## src/rtl/user_tree_pkg.sv

```systemverilog
// Shared tree types: identifiers, node records and the path_node record consumed by tree_path_emitter.
// Optional build macro used by the path logic: TREE_PATH_CHECK_EN (depth legality check).
package user_tree_pkg;

    localparam int TREE_MAX_DEPTH = 8;
    localparam int ID_W           = 16;

    typedef logic [ID_W-1:0] identifier;
    typedef logic [$clog2(TREE_MAX_DEPTH):0] tree_depth;

    typedef struct packed {
        identifier field_id;
        logic [7:0] child_count;
        logic       is_leaf;
    } node_data;

    // A node as seen in a depth-first stream: its own ID and how deep it sits.
    typedef struct packed {
        identifier field_id;
        tree_depth depth;
    } path_node;

endpackage

```

## src/rtl/tree_path_stack.sv

```systemverilog
// Per-depth field-ID stack: one write port, one async read port, plus the fill count of valid entries.
// The fill counter exists only when TREE_PATH_CHECK_EN is defined.
module tree_path_stack
    import user_tree_pkg::*;
#(
    parameter int MAX_DEPTH = TREE_MAX_DEPTH
) (
    input  logic                         clk_i,
    input  logic                         reset_i,
    input  logic                         wr_en,
    input  logic [$clog2(MAX_DEPTH)-1:0] wr_addr,
    input  identifier                    wr_data,
    input  logic [$clog2(MAX_DEPTH)-1:0] rd_addr,
    output identifier                    rd_data
`ifdef TREE_PATH_CHECK_EN
    ,
    output logic [$clog2(MAX_DEPTH):0]   fill
`endif
);

    localparam int AW = $clog2(MAX_DEPTH);

    identifier mem [MAX_DEPTH];

    // Entries are never reset; only slots below fill are ever read back.
    always_ff @(posedge clk_i) begin
        if (wr_en) begin
            mem[wr_addr] <= wr_data;
        end
    end

    assign rd_data = mem[rd_addr];

`ifdef TREE_PATH_CHECK_EN
    localparam logic [AW:0] FILL_ONE = 1;

    // Writing depth d leaves exactly d+1 valid entries: deeper ones are cut off.
    always_ff @(posedge clk_i or posedge reset_i) begin
        if (reset_i) begin
            fill <= '0;
        end else if (wr_en) begin
            fill <= {1'b0, wr_addr} + FILL_ONE;
        end
    end
`endif

endmodule

```

## src/rtl/tree_path_emitter.sv

```systemverilog
// Turns a depth-first node stream back into root-to-node field-ID paths, one ID per beat.
// Build macro TREE_PATH_CHECK_EN enables the depth legality check and the path_err pulse.
module tree_path_emitter
    import user_tree_pkg::*;
#(
    parameter int MAX_DEPTH = TREE_MAX_DEPTH
) (
    input  logic      clk_i,
    input  logic      reset_i,
    input  path_node  node,
    input  logic      node_valid,
    output logic      node_rdy,
    output identifier field_id_o,
    output logic      field_id_valid,
    input  logic      field_id_rdy,
    output logic      field_id_last,
    output logic      path_err
);

    // Handshakes: a transfer happens on a rising edge where valid and ready are both high;
    // once field_id_valid rises it stays high with stable data until field_id_rdy takes the beat.

    localparam int AW = $clog2(MAX_DEPTH);
    localparam int CW = AW + 1;

    localparam logic [0:0] ST_IDLE = 1'b0;
    localparam logic [0:0] ST_EMIT = 1'b1;

    localparam logic [CW-1:0] IDX_ONE = 1;

    logic [0:0]    state;
    logic [CW-1:0] idx;
    logic [CW-1:0] tgt;
    logic [CW-1:0] node_d;
    logic          accept;
    logic          wr_en;
    logic          at_last;
    identifier     rd_data;

    assign accept = (state == ST_IDLE) && node_valid;

`ifdef TREE_PATH_CHECK_EN
    logic [CW-1:0] fill;
    logic [31:0]   depth_wide;
    logic          node_legal;

    // Compare at full width so an oversized depth can never alias to a legal one.
    assign depth_wide = 32'(node.depth);
    assign node_d     = CW'(node.depth);
    assign node_legal = (depth_wide <= 32'(fill)) && (depth_wide < 32'(MAX_DEPTH));
    assign wr_en      = accept && node_legal;

    always_ff @(posedge clk_i or posedge reset_i) begin
        if (reset_i) begin
            path_err <= 1'b0;
        end else begin
            path_err <= accept && !node_legal;
        end
    end
`else
    assign node_d   = CW'(32'(node.depth) % 32'(MAX_DEPTH));
    assign wr_en    = accept;
    assign path_err = 1'b0;
`endif

    tree_path_stack #(
        .MAX_DEPTH (MAX_DEPTH)
    ) u_stack (
        .clk_i   (clk_i),
        .reset_i (reset_i),
        .wr_en   (wr_en),
        .wr_addr (node_d[AW-1:0]),
        .wr_data (node.field_id),
        .rd_addr (idx[AW-1:0]),
        .rd_data (rd_data)
`ifdef TREE_PATH_CHECK_EN
        ,
        .fill    (fill)
`endif
    );

    assign at_last = (idx == tgt);

    always_ff @(posedge clk_i or posedge reset_i) begin
        if (reset_i) begin
            state <= ST_IDLE;
            idx   <= '0;
            tgt   <= '0;
        end else begin
            case (state)
                ST_IDLE: begin
                    if (wr_en) begin
                        tgt   <= node_d;
                        idx   <= '0;
                        state <= ST_EMIT;
                    end
                end
                ST_EMIT: begin
                    if (field_id_rdy) begin
                        if (at_last) begin
                            state <= ST_IDLE;
                        end else begin
                            idx <= idx + IDX_ONE;
                        end
                    end
                end
                default: state <= ST_IDLE;
            endcase
        end
    end

    // All outputs decode from registered state only; nothing depends on field_id_rdy.
    assign node_rdy       = (state == ST_IDLE);
    assign field_id_valid = (state == ST_EMIT);
    assign field_id_last  = field_id_valid && at_last;
    assign field_id_o     = field_id_valid ? rd_data : '0;

endmodule

```

## config.mk

```make
export PLATFORM = sky130hd
export DESIGN_NAME = tree_path_emitter
export DESIGN_NICKNAME = d
export VERILOG_FILES = /design/src/rtl/user_tree_pkg.sv /design/src/rtl/tree_path_stack.sv /design/src/rtl/tree_path_emitter.sv
export SDC_FILE = /design/constraint.sdc
export NUM_CORES = 1
export LEC_CHECK = 0
export BUFFER_PORTS_ARGS = -buffer_cell sky130_fd_sc_hd__buf_2
export CAP_MARGIN = 40
export CORE_MARGIN = 1.5
export CORE_UTILIZATION = 40
export CTS_BUF_LIST = sky130_fd_sc_hd__clkbuf_2
export DETAILED_ROUTE_END_ITERATION = 16
export MAX_ROUTING_LAYER = met4
export PLACE_DENSITY = 0.63
export REMOVE_ABC_BUFFERS = 1
export SYNTH_ARGS = -nofsm -noshare
export SYNTH_HDL_FRONTEND = slang
export SYNTH_HIERARCHICAL = 1
export SYNTH_SLANG_ARGS = --single-unit
```

## constraint.sdc

```tcl
create_clock -name clk_i -period 6.88 [get_ports clk_i]
set_input_delay 0 -clock clk_i [delete_from_list [all_inputs] [get_ports clk_i]]
set_output_delay 0 -clock clk_i [all_outputs]
set_load 0.01 [all_outputs]
```

Word-level counts from Yosys, hierarchy flattened
Memory sizes are Yosys's and may differ from the RTL's.
Index checks and enable logic that the tools add are counted.
{"block": "word_totals", "mem_count": 1, "latch_bits": 0, "mem_bits_rw": 128, "inputBits": 24, "out_inout_bits": 20, "regBits": 8, "romBits": 0, "word_cells": 24}
{"name": "u_stack.mem", "depth": 8, "word_bits": 16, "rd": 1, "rd_ports_with_merged_regs": 0, "wr": 1, "line_no": "tree_path_stack.sv:23", "rtl": "identifier mem [MAX_DEPTH];"}
{"block": "op_classes", "magnitude_cmp": 0, "add_sub_neg": 1, "mul": 0, "shifts": 0, "div": 0, "n_eq_ne": 4, "n_bitwise": 1, "n_reduce_logical": 4, "muxes": 10}
{"cell": "16-bit 2-to-1 mux", "count": 1}
{"cell": "4-bit 2-to-1 mux", "count": 3}
{"cell": "4-bit case mux with 2 select lines", "count": 1}
{"cell": "4-bit by 1-bit adder with 4-bit output (second input constant)", "count": 1}
{"cell": "4-bit by 3-bit == test with 1-bit output", "count": 1}
{"cell": "1-bit 2-to-1 mux", "count": 4}
{"cell": "2-bit != test (second input constant)", "count": 2}
{"cell": "3-bit AND reduction", "count": 1}
{"cell": "1-bit logical AND", "count": 2}
{"cell": "2-bit by 1-bit != test with 1-bit output (second input constant)", "count": 1}
{"cell": "1-bit case mux with 2 select lines", "count": 1}
{"cell": "2-bit AND reduction", "count": 1}
{"cell": "1-bit inverter", "count": 1}

Longest topological paths before layout
Gate-level depths: netlist (run 1).
{"block": "logic_depth", "ltp_word": 4, "depth_mapped": 6, "ltp_nobuf": 5}

By module
Netlist (run 1), hierarchy kept.
{"mod": "tree_path_stack", "cells_per_inst": 198, "instances": 1, "area_each_um2": 4973.5}
{"mod": "tree_path_emitter", "cells_per_inst": 62, "instances": 1, "area_each_um2": 536.8}

Worst setup path before layout (run 1)
OpenSTA, ideal clock, no wires.
{"block": "synth_timing", "kind": "flip-flop to flip-flop", "from": "register state, in the netlist field_id_valid", "to": "memory u_stack/mem[0][0] (netlist bit), enable pin", "t_required_ps": 6471, "period_less_slack_ps": 2644, "setup_ps": 409, "n_path_buf": 1, "arrival_time_ps": 2235, "path_stages_with_launch": 7, "setup_slack_ps": 4236, "cell_sequence": "dfrtp_1 > clkbuf_1 > inv_1 > nand2_1 > inv_1 > nand2b_1 > nor3_1"}
{"block": "synth_between", "elab_chain_cells": 4}
{"element": "start: declaration", "line_no": "tree_path_emitter.sv:31", "rtl": "logic [0:0] state;"}
{"element": "start signal: assignment", "line_no": "tree_path_emitter.sv:86", "rtl": "state <= ST_IDLE;"}
{"element": "start signal: assignment", "line_no": "tree_path_emitter.sv:95", "rtl": "state <= ST_EMIT;"}
{"element": "start signal: assignment", "line_no": "tree_path_emitter.sv:101", "rtl": "state <= ST_IDLE;"}
{"element": "1-bit inverter (no source line)"}
{"element": "named net node_rdy", "line_no": "tree_path_emitter.sv:12", "rtl": "output logic node_rdy,"}
{"element": "1-bit logical AND", "line_no": "tree_path_emitter.sv:40", "rtl": "assign accept = (state == ST_IDLE) && node_valid;"}
{"element": "named net accept", "line_no": "tree_path_emitter.sv:35", "rtl": "logic accept;"}
{"element": "1-bit 2-to-1 mux", "line_no": "tree_path_stack.sv:27", "rtl": "if (wr_en) begin"}
{"element": "1-bit 2-to-1 mux (not written as such)", "line_no": "tree_path_stack.sv:28", "rtl": "mem[wr_addr] <= wr_data;"}
{"element": "end: declaration", "line_no": "tree_path_stack.sv:23"}
The timed path passes the listed nets, and every way through them passes these cells.

Worst setup path in the final report (run 1)
{"block": "layout_timing", "from": "register state, in the netlist field_id_valid", "to": "register tgt[2]"}
{"block": "layout_between", "elab_chain_cells": 3}
{"element": "1-bit inverter (no source line)"}
{"element": "1-bit logical AND", "line_no": "tree_path_emitter.sv:40"}
{"element": "named net accept", "line_no": "tree_path_emitter.sv:35"}
{"element": "2-bit AND reduction (no source line)"}
{"element": "end signal: assignment", "line_no": "tree_path_emitter.sv:93", "rtl": "tgt <= node_d;"}
{"element": "end: declaration", "line_no": "tree_path_emitter.sv:33", "rtl": "logic [CW-1:0] tgt;"}
The timed path passes the listed nets, and every way through them passes these cells.
A chain may end at the register's enable or synchronous reset.

==> results of run 1 <==
==> path summary, 6_finish.rpt <==
check,depth (start not counted),endpoint,from,slack [ps]
worst min-delay path,2,u_stack/mem[2][13],node[17],160
worst max register to register,7,tgt[2],field_id_valid,4150
min in group asynchronous,4,idx[3],reset_i,380
worst max-delay path,7,tgt[2],field_id_valid,4150
worst min register to register,2,tgt[1],tgt[1],530
max in group asynchronous,4,idx[0],reset_i,6260
==> worst max-delay path: cells and delay by family, from the launching register on <==
family	cells	cell delay [ps]
buffers and inverters	4	1360
DFF	1	880
and+or+nand+nor	3	390
==> registers in the layout (all words and copies together), names as in the netlist <==
name	flops
u_stack/mem	128
idx	4
tgt	3
field_id_valid	1
==> through the flow <==
stage	instances	cell area (sq um)	utilization, %	setup slack [ps]	hold slack, ps
3_3_place_gp	474	5930	44.5	4060	-40.6
4_1_cts	530	6430	48.2	4060	89.5
3_5_place_dp	477	5990	44.9	4140	-38.9
6_report	530	6430	48.2	4150	157
2_1_floorplan	248	5430	-	4250	-184
5_1_grt	530	6430	48.2	3910	54.3
==> kinds of logic after synthesis <==
group | count (synthesis) | synth area share (%)
AO/OA/AOI/OAI | 6 | 1.04
flip-flops | 136 | 73.4
adder cells (fa/ha/maj) | 1 | 0.227
other | 1 | 0.0681
buffers and inverters | 16 | 1.73
AND/OR/NAND/NOR | 48 | 4.50
multiplexers | 49 | 18.4
XOR/XNOR | 3 | 0.613
==> final cells by class <==
type	count	area (sq um)
Timing Repair Buffer	79	588
Fill cell	1135	6920
Inverter	4	15.0
Tap cell	176	220
Sequential cell	136	4050
Clock inverter	9	87.6
Clock buffer	18	90.1
Multi-Input combinational cell	108	1380
==> report_power, final <==
| part | internal, mW | switching (mW) | total (mW) |
|---|---|---|---|
| logic | 0.370 | 0.304 | 0.675 |
| registers | 0.939 | 0.0592 | 0.998 |
| clock network | 0.150 | 0.246 | 0.397 |
==> Yosys cell counts <==
cell and instances:
edfxtp_1 128, mux4_1 28, and2_1 18, mux2_2 16, nand2_1 12, dfrtp_1 8
nor2_1 7, buf_6 4, inv_1 4, mux4_2 4, buf_1 3, clkbuf_1 3
nand2b_1 3, nand3_1 3, nor3_1 2, o21ai_0 2, xor2_1 2, a21o_1 1
a21oi_1 1, buf_4 1, clkbuf_2 1, conb_1 1, ha_1 1, mux2i_1 1
nand4_1 1, nor3b_1 1, nor4_1 1, o31ai_1 1, o41ai_4 1, xor2_2 1
==> layer usage <==
layer | wire (um) | share of wire, % | vias to the layer above | global-route usage, %
met2 | 4940 | 49 | 72 | 24.4
met5 | 0 | 0 | - | -
met1 | 4550 | 45 | 1355 | 19.9
met3 | 472 | 4.7 | 10 | 5.09
met4 | 123 | 1.2 | 0 | 4.71
li1 | - | - | 1236 | -
==> results.cfg, run 1 <==
[final_layout]
drive_above_1_share_pct = 28.0
final_nets = 371
areaGrowthSynthToFinish_pct = 16.6
final_common_cell = edfxtp_1
final_cell_mix = edfxtp_1 (128), buf_2 (41), mux4_1 (28), dlygate4sd3_1 (26)
n_antenna_cell = 0

[clock_network]
cts.sinks = 136
cts_max_path_buffers = 2
cts.reportedPaths.clkPinSlew_ps = 160
root_buffer = clkbuf_2
cts_setup_buffers = 0
cts_max_level = 4
cts_tree = built
cts_hold_buf = 26
clk_latency_ps = 640
ctsResizeCount = 0
cts-buffers-inserted = 17

[routing]
antenna_left = 0
routed_wl_um = 10100
routedWlPerCell_um = 19.0
drc = 0
drtIter0Drc = 181
first_pass_iters = 4
drt-vias-per-instance = 5.04
num_vias = 2673

[synthesis]
synth_top_area_share_pct = 69.8
syn_inst = 260
yosysSeqAreaShare_pct = 73.4
yosysUniqueCellTypes = 30
synth_area_leaders = edfxtp_1 (70%), mux4_1 (13%), dfrtp_1 (3.6%), mux2_2 (3.3%), and2_1 (2.0%)
syn_area_sq_mm = 0.00551
syn_area_per_cell_sq_um = 21.2
ys_seq_elements = 136
ys.warnings.count = 6
yosysTopAreaCell = edfxtp_1

[power]
leakage_nw = 2.25
peakVddDrop_v = 0.000129
pwr_density_cell_mw_per_mm2 = 322
total_power_mw = 2.07

[timing]
skew_ps = 13.9
tightest_slew_ps = 786
final_hold_viol_count = 0
finalCriticalPeriod_ps = 2730
setup-tns-final_ps = 0
maxSlewViolCount = 0
finalCritPeriodShare_pct = 39.6
fmax_mhz = 367
grt_setup_unrepaired = no
maxSlewHeadroom_pct = 47.3
final-setup-viol-count = 0

[placed_design]
portBuffers = 41
place_congestion = 0.678
dp_hpwl_um = 5940

[grt]
grt_pass1_vias = 2784
gr-usage-all-layers_pct = 15.7
grt_pass1_wl_um = 15700
gr-total-overflow = 0
antenna_found_initial = 0
grt_max_degree = 37

[worst_setup_path]
max_stage_delay_ps = 880
path_common_cell = nand2_1
crit_required_ps = 7410
path_max_fanout = 21
crit_chain = inv_1 > nand2_1 > inv_1 > nand2_1 > dlygate4sd3_1 > nand2_1 > dlygate4sd3_1
cp-start-kind = flop
end_kind = flop
arrival_ps = 3260
slowest_stage = dfrtp_1
critPathKind = reg2reg

[floorplanning]
ios = 44
die_x_um = 120
row_count = 42
core_sq_mm = 0.0133
initial_core_util_pct = 41.3
fp.dieH_um = 120
dieArea_sq_mm = 0.0145

[hold_path]
hold_class = in2reg

[job]
drv_cap = 0

[run_status]
status = complete, no violations
(Power assumes the default switching activity.)
==> run 2: changes to the inputs <==
--- a/config.mk
+++ b/config.mk
@@ -5,6 +5,7 @@
 export SDC_FILE = /design/constraint.sdc
 export NUM_CORES = 1
 export LEC_CHECK = 0
+export ABC_AREA = 1
 export BUFFER_PORTS_ARGS = -buffer_cell sky130_fd_sc_hd__buf_2
 export CAP_MARGIN = 40
 export CORE_MARGIN = 1.5
==> constraint.sdc (replaced) <==
create_clock -name clk_i -period 2.75 [get_ports clk_i]
set_input_delay 0 -clock clk_i [delete_from_list [all_inputs] [get_ports clk_i]]
set_output_delay 0 -clock clk_i [all_outputs]
set_load 0.01 [all_outputs]
==> run 2 against run 1 <==
Via count grew 61%. Synthesized cell count increased to 2.6 times the previous value. Flip-flop and latch count unchanged. Hold slack worse by 58 ps. Largest cell class unchanged.
==> results.cfg, run 2 <==
[run_status]
status = complete, no violations

[power]
pwr-share-comb_pct = 38.7
peakVddDrop_v = 0.000451
pwr-share-seq_pct = 38.9
p_int_mw = 3.84
p_switching_mw = 2.32
leakage_nw = 3.51
p_clk_share_pct = 22.5
p_sw_share_pct = 37.6
total_power_mw = 6.16
pwr_density_cell_mw_per_mm2 = 854

[hold_path]
hold_class = in2reg
worstHoldStart = node[0]

[synthesis]
synth.top_cells.by_count = nand2_1 (250), inv_1 (160), edfxtp_1 (128), nand3_1 (72), buf_2 (12)
ys.warnings.count = 6
synth.most_common_cell = nand2_1
async_reset_ff_share_pct = 5.88
synth_edf_count = 128
yosysTopAreaCell = edfxtp_1
yosysSeqAreaShare_pct = 64.7
ys.flop_type = edfxtp_1
synth_top_area_share_pct = 61.5
syn_area_per_cell_sq_um = 9.38
syn_inst = 667
yosysUniqueCellTypes = 20
ys_seq_elements = 136
syn_area_sq_mm = 0.00625
synth_area_leaders = edfxtp_1 (61%), nand2_1 (15%), inv_1 (9.6%), nand3_1 (5.8%), dfrtp_1 (3.2%)

[timing]
tightest_slew_ps = 780
final_hold_viol_count = 0
fmax_mhz = 426
grt_setup_unrepaired = no
hold-worst-slack_ps = 98.6
final-setup-viol-count = 0
finalCriticalPeriod_ps = 2350
maxSlewViolCount = 0
maxSlewHeadroom_pct = 48.0
finalCritPeriodShare_pct = 85.3
setup-tns-final_ps = 0
skew_ps = 19.2

[routing]
drc = 0
first_pass_iters = 4
routedWlPerCell_um = 13.5
drtIter0Drc = 292
num_vias = 4298
antenna_left = 0
drt-vias-per-instance = 4.45
routed_wl_um = 13100

[floorplanning]
dieArea_sq_mm = 0.0164
initial_core_util_pct = 41.0
fp.dieH_um = 128
row_count = 45
core_sq_mm = 0.0153
die_x_um = 128
ios = 44

[final_layout]
top_register = u_stack/mem
final_common_cell = nand2_1
areaGrowthSynthToFinish_pct = 15.3
final_nets = 766
regArea_sq_mm = 0.00405
drive_above_1_share_pct = 12.2
layoutNonFillerInstCount = 965
largest_reg_flops = 128
final_cell_mix = nand2_1 (250), inv_1 (160), edfxtp_1 (128), nand3_1 (72), buf_2 (41)
reg.largest.list = u_stack/mem x128, idx x4, tgt x3
num-fill-cells = 1427
n_antenna_cell = 0
multi_input_area_sq_mm = 0.00142
utilization_pct = 47.2

[worst_setup_path]
path_common_cell = nand2_1
crit_required_ps = 2750
crit_path_start = idx[0]
path_max_fanout = 44
slowest_stage = dfrtp_2
critical_path_buf_inv_count = 4
reg2reg_from = idx[0]
crit_chain = inv_2 > buf_12 > nand2_1 > nand3_1 > nand2_1 > nand2_1 > nand2_1 > nand2_1 > inv_1 > buf_2
max_stage_delay_ps = 450
end_kind = output port
cp-start-kind = flop
arrival_ps = 2350
critPathKind = reg2out
crit_family = buffers and inverters

[grt]
grt_pass1_wl_um = 20400
antenna_found_initial = 0
gr-total-overflow = 0
grt_pass1_vias = 4160
gr-usage-all-layers_pct = 17.1
grt_max_degree = 71

[clock_network]
cts_max_level = 4
cts_tree = built
root_buffer = clkbuf_2
clk_latency_ps = 670
cts.reportedPaths.clkPinSlew_ps = 180
cts_max_path_buffers = 2
cts-buffers-inserted = 17
cts.sinks = 136
cts_setup_buffers = 0

[placed_design]
portBuffers = 41
place_congestion = 0.737
place_inst = 909
dp_hpwl_um = 7110

[job]
drv_cap = 0
-- run 2: cell count changes after synthesis, sizes merged, moves of 3 or more --
| cell | before | now |
|---|---|---|
| and2 | 18 | 0 |
| mux2 | 16 | 0 |
| nor2 | 7 | 12 |
| inv | 4 | 161 |
| nand3 | 3 | 72 |
| nand2b | 3 | 0 |
| nand2 | 12 | 252 |
| clkbuf | 4 | 1 |
| mux4 | 32 | 0 |
| buf | 8 | 25 |
-- run 2: worst paths after layout --
kind	end	slack (ps)	cells after the start
max in group asynchronous	idx[0]	2150	4
worst max-delay path	field_id_o[1]	400	10
worst max register to register	field_id_valid	570	9
worst min register to register	tgt[1]	550	2
worst min-delay path	tgt[0]	100	4
min in group asynchronous	idx[2]	340	4
-- run 2: cell type report --
| class | count | share of cell area, % |
|---|---|---|
| Clock buffer | 18 | 1.25 |
| Multi-Input combinational cell | 344 | 19.7 |
| Inverter | 161 | 8.38 |
| Tap cell | 211 | 3.66 |
| Sequential cell | 136 | 56.1 |
| Clock inverter | 14 | 2.85 |
| Timing Repair Buffer | 81 | 8.07 |
-- run 2: layer usage --
layer	part of all wire, %	GRT usage (%)	up-vias
li1	-	-	2186
met1	42	20.2	1962
met2	50	28.1	136
met3	7.2	4.47	14
met4	1.3	6.54	0
met5	0	-	-
-- run 2: cells by family after synthesis --
family          synth area share (%)
flops                           64.7
simple gates                    22.0
compound gates                 0.260
fa+ha+maj                      0.200
other cells                   0.0600
xor+xnor                       0.140
buf+inv                         12.7
-- run 2: metrics by stage --
step	area [sq um]	setup slack (ps)
floorplan	6070	106
global placement	6670	952
detailed placement	6670	910
CTS	7200	209
global route	7210	181
finish	7210	404
-- run 2: power by group through the flow --
stage / combinational, mW / clock (mW) / sequential [mW]
2_1_floorplan: 1.35 / 0 / 2.61
3_3_place_gp: 2.31 / 0 / 2.44
3_5_place_dp: 2.36 / 0 / 2.44
4_1_cts: 2.41 / 1.41 / 2.39
5_1_grt: 2.72 / 1.48 / 2.40
6_report: 2.38 / 1.38 / 2.39
-- run 2: what timing repair did --
action	in CTS	in global routing
setup endpoints to repair	0	1
gates resized for setup	0	1
hold buffers	24	0
endpoints found under the hold margin	272	0
-- run 2: worst reg2reg max path, stage by stage, from the launching register on --
cell and delay [ps]:
dfrtp_2 420, buf_6 450, inv_1 120, nand2_1 80, nand2_1 40, nor2_1 110, nand2_2 140, o22ai_1 130
dlygate4sd3_1 570, inv_1 40
